### src/rtl/ask2_modulator_if.sv
// ============================================================================
// Module   : ask2_modulator_if
// Brief    : Serial bit handshake between an upstream data source and the
//            2ASK modulator (data bit, valid, ready).
// Revision : 1.0 - initial release
// ============================================================================
`default_nettype none

interface ask2_modulator_if;
  logic din;
  logic din_valid;
  logic din_ready;

  // Upstream side offers bits and observes back-pressure.
  modport master (
    output din,
    output din_valid,
    input  din_ready
  );

  // Modulator side consumes bits and drives back-pressure.
  modport slave (
    input  din,
    input  din_valid,
    output din_ready
  );
endinterface

`default_nettype wire

### src/rtl/ask2_modulator.sv
// ============================================================================
// Module   : ask2_modulator
// Brief    : Binary ASK (on-off keying) modulator. Buffers up to two data
//            bits and sends each one as a SYM_LEN-clock symbol: a square
//            carrier for a 1, silence for a 0. Symbols run back to back
//            while data is queued.
// Revision : 1.0 - initial release
// ============================================================================
`default_nettype none

module ask2_modulator #(
  parameter int SYM_LEN  = 8,
  parameter int CAR_HALF = 1
) (
  input  logic                    clk,
  input  logic                    reset,
  ask2_modulator_if.slave         in_if,
  output logic                    ask_out,
  output logic                    sym_start,
  output logic                    busy
);

  localparam int SYM_W = $clog2(SYM_LEN);
  localparam int CAR_W = (CAR_HALF > 1) ? $clog2(CAR_HALF) : 1;

  localparam logic [SYM_W-1:0] SYM_LAST = SYM_W'(SYM_LEN - 1);
  localparam logic [CAR_W-1:0] CAR_LAST = CAR_W'(CAR_HALF - 1);
  localparam logic [SYM_W-1:0] SYM_ONE  = SYM_W'(1);
  localparam logic [CAR_W-1:0] CAR_ONE  = CAR_W'(1);

  typedef enum logic [0:0] {
    S_IDLE = 1'b0,
    S_SEND = 1'b1
  } state_t;

  state_t           state_q,     state_d;
  logic [1:0]       fifo_q,      fifo_d;       // bit 0 is the head
  logic [1:0]       fifo_count_q, fifo_count_d;
  logic             cur_bit_q,   cur_bit_d;
  logic [SYM_W-1:0] sym_cnt_q,   sym_cnt_d;
  logic [CAR_W-1:0] car_cnt_q,   car_cnt_d;
  logic             phase_q,     phase_d;
  logic             ask_q,       ask_d;
  logic             sym_start_q, sym_start_d;

  logic             w_push;
  logic             w_pop;
  logic             w_sym_end;

  // Ready comes straight from the registered count, so a full buffer refuses
  // a push even on the edge where the head is being popped.
  assign in_if.din_ready = (fifo_count_q < 2'd2);
  assign w_push          = in_if.din_valid && in_if.din_ready;
  assign w_sym_end       = (state_q == S_SEND) && (sym_cnt_q == SYM_LAST);
  assign w_pop           = (fifo_count_q != 2'd0) &&
                           ((state_q == S_IDLE) || w_sym_end);

  // Two-entry FIFO: pop shifts entry 1 down, push lands behind the survivor.
  always_comb begin
    fifo_d       = fifo_q;
    fifo_count_d = fifo_count_q + {1'b0, w_push} - {1'b0, w_pop};
    if (w_pop) begin
      fifo_d[0] = fifo_q[1];
    end
    if (w_push) begin
      if ((fifo_count_q == 2'd1) && !w_pop) begin
        fifo_d[1] = in_if.din;
      end else begin
        fifo_d[0] = in_if.din;
      end
    end
  end

  // Symbol sequencer: loads a bit, runs symbol and carrier counters, chains
  // the next symbol without a gap when data is waiting.
  always_comb begin
    state_d     = state_q;
    cur_bit_d   = cur_bit_q;
    sym_cnt_d   = sym_cnt_q;
    car_cnt_d   = car_cnt_q;
    phase_d     = phase_q;
    sym_start_d = 1'b0;
    case (state_q)
      S_IDLE: begin
        if (w_pop) begin
          state_d     = S_SEND;
          cur_bit_d   = fifo_q[0];
          sym_cnt_d   = '0;
          car_cnt_d   = '0;
          phase_d     = 1'b0;
          sym_start_d = 1'b1;
        end
      end
      S_SEND: begin
        if (sym_cnt_q == SYM_LAST) begin
          sym_cnt_d = '0;
          car_cnt_d = '0;
          phase_d   = 1'b0;
          if (w_pop) begin
            cur_bit_d   = fifo_q[0];
            sym_start_d = 1'b1;
          end else begin
            state_d = S_IDLE;
          end
        end else begin
          sym_cnt_d = sym_cnt_q + SYM_ONE;
          if (car_cnt_q == CAR_LAST) begin
            car_cnt_d = '0;
            phase_d   = ~phase_q;
          end else begin
            car_cnt_d = car_cnt_q + CAR_ONE;
          end
        end
      end
      default: begin
        state_d = S_IDLE;
      end
    endcase
    // Output computed from next-state values so the flop lines up with the
    // symbol cycle it belongs to.
    ask_d = (state_d == S_SEND) && cur_bit_d && phase_d;
  end

  // State register with asynchronous active-low reset.
  always_ff @(posedge clk or negedge reset) begin
    if (!reset) begin
      state_q      <= S_IDLE;
      fifo_q       <= 2'b00;
      fifo_count_q <= 2'd0;
      cur_bit_q    <= 1'b0;
      sym_cnt_q    <= '0;
      car_cnt_q    <= '0;
      phase_q      <= 1'b0;
      ask_q        <= 1'b0;
      sym_start_q  <= 1'b0;
    end else begin
      state_q      <= state_d;
      fifo_q       <= fifo_d;
      fifo_count_q <= fifo_count_d;
      cur_bit_q    <= cur_bit_d;
      sym_cnt_q    <= sym_cnt_d;
      car_cnt_q    <= car_cnt_d;
      phase_q      <= phase_d;
      ask_q        <= ask_d;
      sym_start_q  <= sym_start_d;
    end
  end

  assign ask_out   = ask_q;
  assign sym_start = sym_start_q;
  assign busy      = (state_q == S_SEND);

endmodule

`default_nettype wire
### src/flat_wrapper.sv
// flat-port wrapper written by rule: the top's interface ports become plain ports
module ask2_modulator_flat 
#(
  parameter int SYM_LEN  = 8,
  parameter int CAR_HALF = 1
)
  (clk, reset, ask_out, sym_start, busy, in_if_din, in_if_din_valid, in_if_din_ready);
  ask2_modulator_if in_if_i ();
  input  logic clk;
  input  logic reset;
  output logic ask_out;
  output logic sym_start;
  output logic busy;
  input wire logic [$bits(in_if_i.din)-1:0] in_if_din;
  input wire logic [$bits(in_if_i.din_valid)-1:0] in_if_din_valid;
  output wire logic [$bits(in_if_i.din_ready)-1:0] in_if_din_ready;
  assign in_if_i.din = in_if_din;
  assign in_if_i.din_valid = in_if_din_valid;
  assign in_if_din_ready = in_if_i.din_ready;
  ask2_modulator #(.SYM_LEN(SYM_LEN), .CAR_HALF(CAR_HALF)) u_core (.clk(clk), .reset(reset), .in_if(in_if_i), .ask_out(ask_out), .sym_start(sym_start), .busy(busy));
endmodule
### config.mk
export PLATFORM = sky130hd
export DESIGN_NAME = ask2_modulator_flat
export DESIGN_NICKNAME = d
export VERILOG_FILES = /design/src/rtl/ask2_modulator_if.sv /design/src/rtl/ask2_modulator.sv /design/src/flat_wrapper.sv
export SDC_FILE = /design/constraint.sdc
export NUM_CORES = 1
export LEC_CHECK = 0
export ABC_AREA = 1
export CAP_MARGIN = 20
export CORE_UTILIZATION = 43
export CTS_CLUSTER_SIZE = 30
export DETAILED_ROUTE_END_ITERATION = 8
export DONT_BUFFER_PORTS = 1
export GPL_TIMING_DRIVEN = 0
export PLACE_DENSITY = 0.57
export SLEW_MARGIN = 15
export SYNTH_ARGS = -nofsm -noshare
export SYNTH_HDL_FRONTEND = slang
export SYNTH_SLANG_ARGS = --single-unit
### constraint.sdc
create_clock -name clk -period 3.9 [get_ports clk]
set_input_delay 0.975 -clock clk [delete_from_list [all_inputs] [get_ports clk]]
set_output_delay 0.975 -clock clk [all_outputs]
set_load 0.02 [all_outputs]
# After elaboration in Yosys (flattened, before gate mapping)
# Index checks and enable logic that the tools add are counted.
[totals] elab_cells=52 out_inout_bits=4 register_bits=13 input_bits=4
[op_classes] eq_ne=3 reduce_logical=10 n_lt_le_gt_ge=1 n_mux=22 n_bitwise=2 addsub=4
[ops] operator="2-to-1 mux 1 bit" n=14
[ops] operator="one-hot mux 1 bit (2 select lines)" n=5
[ops] operator="logical AND 1 bit" n=6
[ops] operator="2-to-1 mux 3 bit" n=2
[ops] operator="one-hot mux 3 bit (2 select lines)" n=1
[ops] operator="adder 3 x 1 -> 3 bit (second input constant)" n=1
[ops] operator="== test 3 bit (second input constant)" n=1
[ops] operator="adder 2 x 1 -> 2 bit" n=1
[ops] operator="== test 2 x 1 -> 1 bit (second input constant)" n=1
[ops] operator="< comparator 2 bit (second input constant)" n=1
[ops] operator="inequality test 2 x 1 -> 1 bit (second input constant)" n=1
[ops] operator="NOT 1 bit" n=2
[ops] operator="AND reduction 2 bit" n=1
[ops] operator="nonzero test 2 bit" n=1
[ops] operator="subtractor 2 x 1 -> 2 bit" n=1
[ops] operator="adder 1 bit (second input constant)" n=1
[ops] operator="logical NOT 1 bit" n=1
[ops] operator="logical OR 1 bit" n=1

# Depth between registers and ports, before layout
[depth] depth_word=9 ltp_mapped=10 ltp_nobuf=10

# Worst setup path before layout
# Ideal clock, no wire load.
[synth_path] path_type="register to register" start="register u_core.sym_cnt_q[0]" end="register u_core.fifo_count_q[1]" slack_ps=2137 period_less_slack_ps=1763 stages_incl_launch_ff=11 n_path_buf=0 arrival_ps=1640 required_time_ps=3777 setup_time_ps=123 cell_sequence="dfrtp_1 -> ha_1 -> ha_1 -> inv_1 -> nand2_2 -> nand2_2 -> inv_1 -> ha_1 -> inv_1 -> ha_1 -> xnor2_1"
[synth_between] elab_chain_len=5
[synth_rtl] element="from (decl)" line="ask2_modulator.sv:40" source="logic [SYM_W-1:0] sym_cnt_q, sym_cnt_d;"
[synth_rtl] element="from (signal assigned)" line="ask2_modulator.sv:141" source="sym_cnt_q <= sym_cnt_d;"
[synth_rtl] element="== test 3 bit" line="ask2_modulator.sv:54" source="assign w_sym_end = (state_q == S_SEND) && (sym_cnt_q == SYM_LAST);"
[synth_rtl] element="logical AND 1 bit" line="ask2_modulator.sv:54"
[synth_rtl] element="logical OR 1 bit" line="ask2_modulator.sv:56" source="((state_q == S_IDLE) || w_sym_end);"
[synth_rtl] element="logical AND 1 bit" line="ask2_modulator.sv:55" source="assign w_pop = (fifo_count_q != 2'd0) &&"
[synth_rtl] element="subtractor 2 x 1 -> 2 bit" line="ask2_modulator.sv:61" source="fifo_count_d = fifo_count_q + {1'b0, w_push} - {1'b0, w_pop};"
[synth_rtl] element="named net u_core.fifo_count_d[1]" line="ask2_modulator.sv:38" source="logic [1:0] fifo_count_q, fifo_count_d;"
[synth_rtl] element="to (signal assigned)" line="ask2_modulator.sv:139" source="fifo_count_q <= fifo_count_d;"
[synth_rtl] element="to (decl)" line="ask2_modulator.sv:38"
# The timed path passes the listed nets, and every way through them passes these cells.
# A chain may end at the register's enable or synchronous reset.

# Worst setup path after layout
# Ends and elaborated chain as after synthesis.

==> impl_results.md <==
* Layout cells sized above 1 at 13.8%
* CP Class: register to register
* DIE WIDTH at 38.1 µm
* Synth Area in Compound Gates at 3.12%
* Clock root buffer: clkbuf_4
* HP Class: primary input to asynchronous set/reset pin
* CTS Hold Bufs at 0
* DRT iter0 DRCs at 2
* Fin crit share at 47.7%
* Switch share at 40.1%
* Final setup margin at 2040 ps
* Port bufs at 0
* I/O pin cnt at 8
* Die height at 38.1 µm
* GP Congestion at 0.702
* P_int at 324 µW
* Num rows at 12
* CTS tree: yes
* Sequential Power Share at 42.8%
* Syn nets at 69
* Ant. Diodes at 0
* Post-synth top cells: inv_1 (14), dfrtp_1 (12), nand2_1 (12), nand3_1 (8), ha_1 (4)
* CTS Buffer Depth at 2
* # setup viols final at 0
* Share of the synthesized area in the top cell type at 53.5%
* Clock power share at 18.4%
* Total global routing track utilization at 14.6%
* Adder-cell area share of the yosys netlist at 8.91%
* Drt first pass iters at 3
* Net Sw Power at 217 µW
* Ys async rst share at 100%
* First-pass GRT wire length at 1440 µm
* CP most frequent cell: ha_1
* Unique masters post-synth at 12
* FF-to-FF Start: u_core.sym_cnt_q[0]$_DFFE_PN0P_
* Least-Margin Pin Slew at 421 ps
* Crit path cell chain: ha_1 > ha_1 > inv_1 > nand2_2 > nand2_2 > inv_1 > ha_1 > inv_1 > ha_1 > xnor2_1
* Combinational power share at 38.8%
* Clock Sinks at 12
* WL final at 807 µm
* Setup WS pre-CTS at 2030 ps
* Number of synthesized flops with an enable pin at 0
* Initial antenna violation count at 0
* Initial Utilization at 48.6%
* Core footprint at 1160 µm²
* Largest area contributor in the netlist: dfrtp_1
* Xor-xnor portion of the synthesized cell area at 3.12%
* Clk_lat worst skew at 270 ps
* Mux share of post-synthesis cell area at 0%
* Top-count cell post-synth: inv_1
* Simple-gate share of the synthesized area at 22.0%
* Largest net degree at the start of global routing at 13
* CP Max Fanout at 5
* HPWL after DPL at 611 µm
* Top cells by area, synth: dfrtp_1 (53%), inv_1 (9.4%), ha_1 (8.9%)
* Post-layout util at 53.2%
* Worst Path Arrival at 2030 ps
* Leak at 0.000357 µW
* Outcome: finished clean
* Layout area overhead at 9.58%
* Clk slew on worst S/H paths at 80 ps
* Post-CTS setup repair buffer count at 0
* Type of origin of the critical path: register
* FMAX at 538 MHz
* Final hold vios at 0
* # DRC at 0
* Syn_area_per_cell at 9.21 µm²
* CP peak stage delay at 400 ps
* CTS Buf Count at 3
* Htree depth at 1
* Syn. warnings at 0
* Avg Vias per Cell at 4.76
* Post-Syn Instances at 61
* Critical-path top delay cell: dfrtp_1
* Maximum vdd ir drop at 0.000307 V
* Vias in the first global route at 353
* Worst Path Required at 4070 ps
* Main combinational cell family by area after synthesis: simple AND/OR/NAND/NOR gates
* Main synth FF type: dfrtp_1
* Die Area at 1460 µm²
* CP startpoint: u_core.sym_cnt_q[0]$_DFFE_PN0P_
* CP endpoint kind: register
* Layout Nets at 74
* Post-cts resize count at 0
* RSZ-0062 raised after global routing: no
* Max transition margin at 71.9%
* Setup tns final at 0 ps
* Max_cap viols at 0
* Cell area after synthesis at 562 µm²
* PwrDens at 878 nW/µm²
* DR WL/cell at 10.2 µm
* Via Count at 376
* Final min period at 1860 ps
* Congestion Overflow GR at 0
* Worst hold slack at 385 ps
* Worst Skew at 5.59 ps
* Antenna viol nets, final at 0
* Flops & latches, synth at 12
* Fin. max-slew vios at 0
* Sequential area share after synthesis at 53.5%
[power by group through the flow]
stage / Sequential (µW) / Clock [µW] / Combinational [µW]
floorplan: 227 / 0 / 181
global placement: 233 / 0 / 208
detailed placement: 235 / 0 / 213
CTS: 233 / 101 / 213
global route: 239 / 109 / 253
finish: 231 / 99.5 / 210
[stage by stage]
| stage | total power, µW | instances | instance area (µm²) |
|---|---|---|---|
| after floorplan | 408 | 61 | 562 |
| after global placement | 441 | 75 | 579 |
| after detailed placement | 448 | 75 | 579 |
| after CTS | 547 | 79 | 616 |
| after global routing | 600 | 79 | 616 |
| final | 541 | 79 | 616 |
[critical path: cells and delay by family, from the launching register on]
family | cells | cell delay [ps]
adders and majority gates | 4 | 820
DFF | 1 | 400
and+or+nand+nor | 2 | 220
buffers and inverters | 3 | 200
xor gates and xnor gates | 1 | 120
[cells by family (layout without fill, tap and decap cells)]
kind of cell,count (synthesis),after routing
DFF,12,12
xor gates and xnor gates,2,2
and+or+nand+nor,26,26
buffers and inverters,14,18
adders and majority gates,4,4
AOI/OAI and AO/OA,3,3
[final timing paths]
path,to,slack (ps),depth (start not counted)
worst max-delay path,u_core.fifo_count_q[1]$_DFF_PN0_,2040,10
worst min-delay path,u_core.fifo_q[1]$_DFFE_PN0P_,390,0
worst max register to register,u_core.fifo_count_q[1]$_DFF_PN0_,2040,10
worst min register to register,u_core.sym_cnt_q[0]$_DFFE_PN0P_,510,1
max in group asynchronous,u_core.sym_cnt_q[1]$_DFFE_PN0P_,3440,0
min in group clk,u_core.sym_cnt_q[0]$_DFFE_PN0P_,510,1
[layer usage]
layer | up-vias | wire length (µm) | GRT usage [%] | part of all wire [%]
li1 | 196 | - | - | -
met1 | 169 | 445 | 19.8 | 55
met2 | 8 | 317 | 20.8 | 39
met3 | 3 | 28 | 4.07 | 3.5
met4 | 0 | 16 | 8.04 | 2.0
met5 | - | 0 | 0 | 0
[area by class of cell]
class,count,area [µm²]
Sequential cell,12,300
Tap cell,14,17.5
Inverter,14,52.6
Clock buffer,4,36.3
Fill cell,112,541
Multi-Input combinational cell,35,209
[cell usage in the layout, fill, tap and decap left out]
master and count:
inv_1 14, nand3_2 1, nor2_1 1, xnor2_1 2, nand3_1 8, ha_1 4, clkbuf_4 3, dfrtp_1 12
nand2_1 12, o31ai_1 1, nor2_2 1, o21ai_0 2, nand2_2 3, clkbuf_8 1
[flip-flops by register name, summed over array words and instances, names as in the netlist]
| register | cells |
|---|---|
| u_core.fifo_q | 2 |
| u_core.ask_out | 1 |
| u_core.sym_cnt_q | 3 |
| u_core.sym_start | 1 |
| u_core.phase_q | 1 |
| u_core.busy | 1 |
| u_core.fifo_count_q | 2 |
| u_core.cur_bit_q | 1 |
(Power assumes the default switching activity.)
